$ cat config.mk
export PLATFORM = sky130hd
export DESIGN_NAME = mux_f_cfg_loader
export DESIGN_NICKNAME = d
export VERILOG_FILES = /design/src/rtl/mux_f_cfg_pkg.sv /design/src/rtl/mux_f_cfg_shreg.sv /design/src/rtl/mux_f_cfg_loader.sv
export SDC_FILE = /design/constraint.sdc
export NUM_CORES = 1
export LEC_CHECK = 0
export CAP_MARGIN = 20
export CORE_ASPECT_RATIO = 1.5
export CORE_MARGIN = 3
export CORE_UTILIZATION = 50
export CTS_BUF_LIST = sky130_fd_sc_hd__clkbuf_16
export DETAILED_ROUTE_END_ITERATION = 12
export HOLD_SLACK_MARGIN = 0.02
export PLACE_DENSITY = 0.74
export SETUP_SLACK_MARGIN = 0.1
export SLEW_MARGIN = 30
export SYNTH_ARGS = -nofsm -noshare
export SYNTH_HDL_FRONTEND = slang
export SYNTH_HIERARCHICAL = 1
export SYNTH_SLANG_ARGS = --single-unit
$ cat constraint.sdc
create_clock -name cclk -period 3.9 [get_ports cclk]
set_input_delay 0.78 -clock cclk [delete_from_list [all_inputs] [get_ports cclk]]
set_output_delay 0.78 -clock cclk [all_outputs]
set_load 0.01 [all_outputs]
$ cat src/rtl/mux_f_cfg_pkg.sv
// Shared definitions for the mux-slice configuration loader: state encoding,
// counter sizing and the derived configuration width.
package mux_f_cfg_pkg;

    typedef enum logic [2:0] {
        IDLE   = 3'd0,
        LOAD   = 3'd1,
        COMMIT = 3'd2,
        DONE   = 3'd3,
        ERR    = 3'd4
    } cfg_state_t;

    function automatic int total_bits(input int mux_level, input int num_slices);
        return mux_level * num_slices;
    endfunction

    // Room for TOTAL_BITS data bits plus an optional parity bit.
    function automatic int cnt_width(input int total);
        return $clog2(total + 2);
    endfunction

endpackage

$ cat src/rtl/mux_f_cfg_shreg.sv
// Shadow shift register for the config loader; with MUX_F_CFG_PARITY_EN defined it
// also keeps a running XOR of every accepted bit.
module mux_f_cfg_shreg #(
    parameter int WIDTH = 12
) (
    input  logic             cclk,
    input  logic             rst_n,
    input  logic             clr,
    input  logic             shift_en,
    input  logic             bit_in,
`ifdef MUX_F_CFG_PARITY_EN
    input  logic             acc_en,
    output logic             parity,
`endif
    output logic [WIDTH-1:0] data
);

    logic [WIDTH-1:0] data_reg;
    logic [WIDTH-1:0] data_next;

    // New bits enter at the LSB, so the first bit of a load ends up at the MSB.
    genvar gi;
    generate
        for (gi = 0; gi < WIDTH; gi++) begin : g_bit
            if (gi == 0) begin : g_lsb
                assign data_next[gi] = bit_in;
            end else begin : g_upper
                assign data_next[gi] = data_reg[gi-1];
            end
        end
    endgenerate

    always_ff @(posedge cclk or negedge rst_n) begin
        if (!rst_n) begin
            data_reg <= '0;
        end else if (clr) begin
            data_reg <= '0;
        end else if (shift_en) begin
            data_reg <= data_next;
        end
    end

    assign data = data_reg;

`ifdef MUX_F_CFG_PARITY_EN
    logic parity_reg;

    always_ff @(posedge cclk or negedge rst_n) begin
        if (!rst_n) begin
            parity_reg <= 1'b0;
        end else if (clr) begin
            parity_reg <= 1'b0;
        end else if (acc_en) begin
            parity_reg <= parity_reg ^ bit_in;
        end
    end

    assign parity = parity_reg;
`endif

endmodule

$ cat src/rtl/mux_f_cfg_loader.sv
// Serial configuration loader for a column of F7/F8 mux slices: assembles a bitstream
// and commits it to all slices with a single cen pulse. Define MUX_F_CFG_PARITY_EN for even-parity checking.
module mux_f_cfg_loader
    import mux_f_cfg_pkg::*;
#(
    parameter int MUX_LEVEL  = 3,
    parameter int NUM_SLICES = 4,
    parameter int TOTAL_BITS = total_bits(MUX_LEVEL, NUM_SLICES)
) (
    input  logic                  cclk,
    input  logic                  rst_n,
    input  logic                  cfg_start,
    input  logic                  cfg_bit,
    input  logic                  cfg_valid,
    output logic                  cfg_ready,
    output logic                  cen,
    output logic [TOTAL_BITS-1:0] config_out,
    output logic                  cfg_busy,
    output logic                  cfg_done,
    output logic                  cfg_err
);

    localparam int CW = cnt_width(TOTAL_BITS);
`ifdef MUX_F_CFG_PARITY_EN
    localparam int LOAD_BITS = TOTAL_BITS + 1;
`else
    localparam int LOAD_BITS = TOTAL_BITS;
`endif

    cfg_state_t            state_reg;
    logic [CW-1:0]         cnt_reg;
    logic [TOTAL_BITS-1:0] config_out_reg;
    logic                  cen_reg;
    logic                  done_reg;
    logic [TOTAL_BITS-1:0] shadow;
    logic                  accept;
    logic                  last_bit;
    logic                  shreg_clr;

    assign cfg_ready = (state_reg == LOAD) && !cfg_start;
    assign accept    = cfg_valid && cfg_ready;
    assign last_bit  = accept && (cnt_reg == CW'(LOAD_BITS - 1));
    // A start during COMMIT is ignored, so it must not wipe the shadow either.
    assign shreg_clr = cfg_start && (state_reg != COMMIT);

`ifdef MUX_F_CFG_PARITY_EN
    logic parity;
    logic parity_ok;
    logic err_reg;

    assign parity_ok = !(parity ^ cfg_bit);

    // The trailing parity bit is folded into the accumulator but never shifted into the shadow.
    mux_f_cfg_shreg #(.WIDTH(TOTAL_BITS)) u_shreg (
        .cclk     (cclk),
        .rst_n    (rst_n),
        .clr      (shreg_clr),
        .shift_en (accept && !last_bit),
        .bit_in   (cfg_bit),
        .acc_en   (accept),
        .parity   (parity),
        .data     (shadow)
    );
`else
    mux_f_cfg_shreg #(.WIDTH(TOTAL_BITS)) u_shreg (
        .cclk     (cclk),
        .rst_n    (rst_n),
        .clr      (shreg_clr),
        .shift_en (accept),
        .bit_in   (cfg_bit),
        .data     (shadow)
    );
`endif

    always_ff @(posedge cclk or negedge rst_n) begin
        if (!rst_n) begin
            state_reg      <= IDLE;
            cnt_reg        <= '0;
            config_out_reg <= '0;
            cen_reg        <= 1'b0;
            done_reg       <= 1'b0;
`ifdef MUX_F_CFG_PARITY_EN
            err_reg        <= 1'b0;
`endif
        end else begin
            cen_reg <= 1'b0;
            case (state_reg)
                LOAD: begin
                    if (cfg_start) begin
                        cnt_reg <= '0;
                    end else if (last_bit) begin
`ifdef MUX_F_CFG_PARITY_EN
                        if (parity_ok) begin
                            state_reg      <= COMMIT;
                            cen_reg        <= 1'b1;
                            config_out_reg <= shadow;
                        end else begin
                            state_reg <= ERR;
                            err_reg   <= 1'b1;
                        end
`else
                        // Load the output with the final bit included so cen and data align.
                        state_reg      <= COMMIT;
                        cen_reg        <= 1'b1;
                        config_out_reg <= {shadow[TOTAL_BITS-2:0], cfg_bit};
`endif
                    end else if (accept) begin
                        cnt_reg <= cnt_reg + CW'(1);
                    end
                end
                COMMIT: begin
                    state_reg <= DONE;
                    done_reg  <= 1'b1;
                end
                default: begin
                    if (cfg_start) begin
                        state_reg <= LOAD;
                        cnt_reg   <= '0;
                        done_reg  <= 1'b0;
`ifdef MUX_F_CFG_PARITY_EN
                        err_reg   <= 1'b0;
`endif
                    end
                end
            endcase
        end
    end

    assign cen        = cen_reg;
    assign config_out = config_out_reg;
    assign cfg_busy   = (state_reg == LOAD) || (state_reg == COMMIT);
    assign cfg_done   = done_reg;
`ifdef MUX_F_CFG_PARITY_EN
    assign cfg_err    = err_reg;
`else
    assign cfg_err    = 1'b0;
`endif

endmodule

==> results of run 1 <==
==> path summary, 6_finish.rpt <==
check / startpoint / to / slack [ns]
worst max-delay path: cfg_start / cfg_ready / 0.86
min in group asynchronous: rst_n / config_out[9] / 0.90
max in group asynchronous: rst_n / config_out[0] / 2.71
worst max register to register: state_reg[1] / config_out[0] / 2.01
worst min register to register: cfg_done / cfg_done / 0.48
worst min-delay path: cfg_done / cfg_done / 0.48
==> layout make-up <==
class	instances	area share [%]
clock buffers	5	6.925
clock inverters	3	2.147
inverters	4	0.8310
multi-input cells	72	32.69
flip-flops and latches	31	42.94
well taps	37	2.562
repair buffers	22	11.91
==> routing by layer <==
layer | up-vias | GRT usage [%] | share of wire, % | routed length [um]
met1 | 435 | 17.57 | 43 | 1051
met4 | 0 | 9.231 | 2.6 | 64
met5 | - | 0 | 0 | 0
met3 | 5 | 6.237 | 4.8 | 116
li1 | 435 | - | - | -
met2 | 21 | 25.63 | 49 | 1199
==> critical path, delay by kind of cell <==
family,cells,cell delay (ns)
buf+inv,2,1.13
simple gates,1,0.35
==> stage by stage <==
| step | utilization [%] | cells |
|---|---|---|
| floorplan | - | 114 |
| global placement | 60.73 | 166 |
| detailed placement | 60.73 | 166 |
| CTS | 66.79 | 174 |
| global route | 66.79 | 174 |
| finish | 66.79 | 174 |
==> power by group <==
part           switching [mW]  internal, mW
clock                   0.130         0.297
combinational          0.0690        0.0622
sequential             0.0106         0.333
total                   0.209         0.692
==> summary.md, run 1 <==
| Metric | Value |
|---|---|
| Outcome | `finished clean` |
| Core area | `~2700 sq um` |
| Worst slack, placed | `between 0.8 and 0.9 ns` |
| Global placer's final weighted congestion | `between 0.7 and 0.8` |
| CTS max path bufs | `2` |
| Buffers inserted by post-CTS timing repair | `0` |
| Pin count of the biggest net entering global routing | `32` |
| Highest cell delay on the worst timing path | `between 0.5 and 0.6 ns` |
| Number of placed I/O pins | `22` |
| Cell-by-cell listing of the critical path | `clkdlybuf4s50_1 -> and2b_1 -> clkdlybuf4s50_1` |
| Overall Global Routing Usage | `approximately 16%` |
| # diodes | `0` |
| Total CTS buffers | `5` |
| Footprint of the flip-flops and latches | `approximately 780 sq um` |
| Post-synth net total | `approximately 120` |
| CP max-delay cell | `sky130_fd_sc_hd__clkdlybuf4s50_1` |
| Static leakage power | `approximately 0.83 nW` |
| Total area of multi-input combinational cells | `590.6 sq um` |
| Total standard cell area after synthesis | `between 1000 and 1500 sq um` |
| Insertion delay of the later-clocked pin in the worst-skew pair | `0.28 ns` |
| Path category of the worst min-delay check | `flip-flop to flip-flop` |
| Final setup violation count | `0` |
| Placed wire-length estimate after detailed placement | `1674 um` |
| Most used cells in the layout excluding fill and tap cells | `31 x sky130_fd_sc_hd__dfrtp_1, 20 x sky130_fd_sc_hd__clkdlybuf4s50_1, 13 x sky130_fd_sc_hd__nor2_1, 13 x sky130_fd_sc_hd__mux2i_1, 9 x sky130_fd_sc_hd__mux2_4` |
| CP arrival | `approximately 2.3 ns` |
| Largest vdd supply drop | `between 0.3 and 0.4 mV` |
| Post-layout net count | `roughly 140` |
| Width of the die | `~50 um` |
| Cell area after placement | `approximately 1600 sq um` |
| Most common cell after layout, fill and taps aside | `sky130_fd_sc_hd__dfrtp_1` |
| Worst r2r path cells | `5` |
| Area growth, synth to finish | `25.02%` |
| Maxcap violations | `0` |
| Fin crit share | `roughly 78%` |
| Max-slew violation total from the final report | `0` |
| Worst-case headroom to the max-slew limit | `52.22%` |
| Filler cell count in the final layout | `roughly 220` |
| Instance count of the mapped netlist | `114` |
| Post-CTS Hold Fix Bufs | `0` |
| Critical path data required time | `between 3 and 4 ns` |
| H-tree levels | `2` |
| Count of yosys warnings during synthesis | `6` |
| Via count of the first global-routing pass | `920` |
| Tot Pwr | `0.9015 mW` |
| Layout Cell Area excl Fill | `around 1800 sq um` |
| CTS clock-pin slew for the worst setup and hold paths | `~0.050 ns` |
| Hold Fails Final Rpt | `0` |
| Count of buffers inserted at the top-level ports | `20` |
| Most common cell type on the critical path | `sky130_fd_sc_hd__clkdlybuf4s50_1` |
| Accumulated negative setup slack | `0 ns` |
| Hold Path Depth | `1` |
| Die boundary height | `approximately 72 um` |
| PD cells | `roughly 500 nW/um^2` |
| CTS root buf | `sky130_fd_sc_hd__clkbuf_16` |
| Number of antenna violations at the first check in global routing | `0` |
| Avg Inst Size Synth | `between 10 and 15 sq um` |
| Initial Util | `~53%` |
| Max reg flops | `12` |
| RSZ-0062 raised after global routing | `false` |
| Final routed wire length divided by cell count | `roughly 14 um` |
| Post-CTS sizing | `0` |
| DRC | `0` |
| Max Freq | `approximately 330 MHz` |
| Remaining number of nets flagged by the antenna check after routing | `0` |
| Critical setup path kind | `primary input to output port` |
| Final critical-path required period | `between 3 and 4 ns` |
| Worst setup slack after layout | `approximately 0.86 ns` |
| Share of layout cells above drive strength 1 | `17.52%` |
| Clock Skews | `between 0.005 and 0.006 ns` |
| Via density per instance | `about 5` |
| Number of placement rows | `23` |
| Worst hold slack across all endpoints | `a little under 0.5 ns` |
| Die Footprint | `~3600 sq um` |
| First-pass GRT wire length | `~4200 um` |
| Critical path endpoint category | `output port` |
| Critical path peak fanout | `11` |
| Aggregate global routing overflow | `0` |
| Total length of routed wires | `2432 um` |
| Transition time of the tightest slew-check pin | `between 0.7 and 0.8 ns` |
| Number of clock sinks | `31` |
| Number of design-rule violations left by the first detailed-router iteration | `13` |
| Worst setup SP type | `primary input` |
| CTS tree | `yes` |
| Total number of vias | `around 900` |
| First drt pass iteration count | `3` |
(Power assumes the default switching activity.)
==> run 2: changes to the inputs <==
==> constraint.sdc (replaced) <==
create_clock -name cclk -period 2.95 [get_ports cclk]
set_input_delay 0.59 -clock cclk [delete_from_list [all_inputs] [get_ports cclk]]
set_output_delay 0.59 -clock cclk [all_outputs]
set_load 0.01 [all_outputs]
==> run 2 against run 1 <==
  * Clock power is 10% higher
  * Combinational power is 37% higher
  * Register-to-register slack worse by 1.0 ns
  * First-iteration DRC count is 69% higher
  * Highest routed layer unchanged
  * Final cell count is 0.57% higher
==> summary.md, run 2 (same netlist as run 1, synthesis figures left out) <==
| Metric | Value |
|---|---|
| Final routed wire length divided by cell count | `14.67 um` |
| Number of design-rule violations left by the first detailed-router iteration | `22` |
| Most common cell after layout, fill and taps aside | `sky130_fd_sc_hd__dfrtp_1` |
| Hold Fails Final Rpt | `0` |
| Overall Global Routing Usage | `about 17%` |
| # diodes | `0` |
| CP arrival | `between 1.5 and 2 ns` |
| H-tree levels | `2` |
| Buffers inserted by post-CTS timing repair | `0` |
| Global placer's final weighted congestion | `between 0.7 and 0.8` |
| CP max-delay cell | `sky130_fd_sc_hd__clkdlybuf4s50_1` |
| Max Freq | `between 300 and 400 MHz` |
| Pin count of the biggest net entering global routing | `32` |
| RSZ-0062 raised after global routing | `false` |
| Die Footprint | `3585 sq um` |
| CTS root buf | `sky130_fd_sc_hd__clkbuf_16` |
| Via density per instance | `around 5.3` |
| Highest cell delay on the worst timing path | `around 0.57 ns` |
| Transition time of the tightest slew-check pin | `around 0.74 ns` |
| Path category of the worst min-delay check | `flip-flop to flip-flop` |
| Maxcap violations | `0` |
| Total number of vias | `about 930` |
| Worst-case headroom to the max-slew limit | `about half` |
| First drt pass iteration count | `4` |
| Most used cells in the layout excluding fill and tap cells | `31 x sky130_fd_sc_hd__dfrtp_1, 20 x sky130_fd_sc_hd__clkdlybuf4s50_1, 13 x sky130_fd_sc_hd__nor2_1, 13 x sky130_fd_sc_hd__mux2i_1, 9 x sky130_fd_sc_hd__mux2_4` |
| Width of the die | `between 40 and 50 um` |
| Filler cell count in the final layout | `between 200 and 250` |
| Post-layout net count | `around 150` |
| Number of placement rows | `23` |
| Outcome | `finished clean` |
| Max-slew violation total from the final report | `0` |
| Fin crit share | `86.53%` |
| Number of antenna violations at the first check in global routing | `0` |
| Critical path peak fanout | `12` |
| First-pass GRT wire length | `4574 um` |
| Accumulated negative setup slack | `0 ns` |
| Count of buffers inserted at the top-level ports | `20` |
| Static leakage power | `~0.82 nW` |
| Post-CTS sizing | `0` |
| PD cells | `just over 600 nW/um^2` |
| Placed wire-length estimate after detailed placement | `between 1500 and 2000 um` |
| DRC | `0` |
| Category of cells accounting for the largest share of critical-path delay | `buffers and inverters` |
| Clock Skews | `roughly 0.0045 ns` |
| Largest vdd supply drop | `~0.41 mV` |
| CTS clock-pin slew for the worst setup and hold paths | `about 0.05 ns` |
| Via count of the first global-routing pass | `1027` |
| Core area | `roughly 2700 sq um` |
| Combined buffer and inverter count along the critical path | `2` |
| Final critical-path required period | `between 2 and 3 ns` |
| CTS max path bufs | `2` |
| Final setup violation count | `0` |
| Initial Util | `53.42%` |
| Share of layout cells above drive strength 1 | `between 10% and 20%` |
| Remaining number of nets flagged by the antenna check after routing | `0` |
| Number of clock sinks | `31` |
| Worst setup SP type | `flip-flop` |
| Worst hold slack across all endpoints | `around 0.48 ns` |
| Max reg flops | `12` |
| Total CTS buffers | `5` |
| Die boundary height | `71.85 um` |
| CTS tree | `yes` |
| Total length of routed wires | `around 2600 um` |
| Area growth, synth to finish | `23.64%` |
| Critical path endpoint category | `output port` |
| Critical setup path kind | `flip-flop to output port` |
| Post-CTS Hold Fix Bufs | `0` |
| Insertion delay of the later-clocked pin in the worst-skew pair | `about 0.27 ns` |
| Number of placed I/O pins | `22` |
| Aggregate global routing overflow | `0` |
| Cell-by-cell listing of the critical path | `inv_1 -> ha_1 -> and2b_1 -> clkdlybuf4s50_1` |
| Critical path data required time | `2.36 ns` |
## run 2: area by class of cell
class	instances	area, sq um	share of cell area [%]
clock inverter	3	11.26	0.6303
timing repair buffer	23	222.7	12.47
inverter	4	15.01	0.8403
clock buffer	5	125.1	7.003
sequential	31	775.7	43.42
tap	37	46.29	2.591
multi-input combinational	72	590.6	33.05
## run 2: path summary, 6_finish.rpt
check / start / end / slack, ns / cells after the start
hold reg to reg: cfg_done / cfg_done / 0.48 / 1
hold / removal: cfg_done / cfg_done / 0.48 / 1
setup / recovery: state_reg[1] / cfg_ready / 0.40 / 4
min in group asynchronous: rst_n / cen / 0.71 / 2
max in group asynchronous: rst_n / u_shreg/data[1] / 1.95 / 2
setup reg to reg: state_reg[1] / config_out[1] / 1.00 / 5
## run 2: routing by layer
metal	wire length, um	global-route usage [%]
met3	98	4.158
met2	1340	30.34
met1	1054	18.28
met5	0	0
met4	75	12.00
## run 2: stage by stage
step	setup slack [ns]	total power, mW	std cells	cell area (sq um)	util (%)
finish	0.3973	1.102	175	1787	66.05
global route	0.2688	1.159	175	1787	66.05
CTS	0.3844	1.114	175	1787	66.05
floorplan	1.255	0.5815	114	1445	-
global placement	0.5209	0.6299	167	1650	61.01
detailed placement	0.5020	0.6372	167	1650	61.01
## run 2: power breakdown
| group | leakage [nW] | internal [mW] | switching [mW] | total (mW) |
|---|---|---|---|---|
| registers | 0.424 | 0.440 | 0.0130 | 0.453 |
| clock network | 0.0701 | 0.302 | 0.168 | 0.470 |
| logic | 0.328 | 0.0836 | 0.0953 | 0.179 |
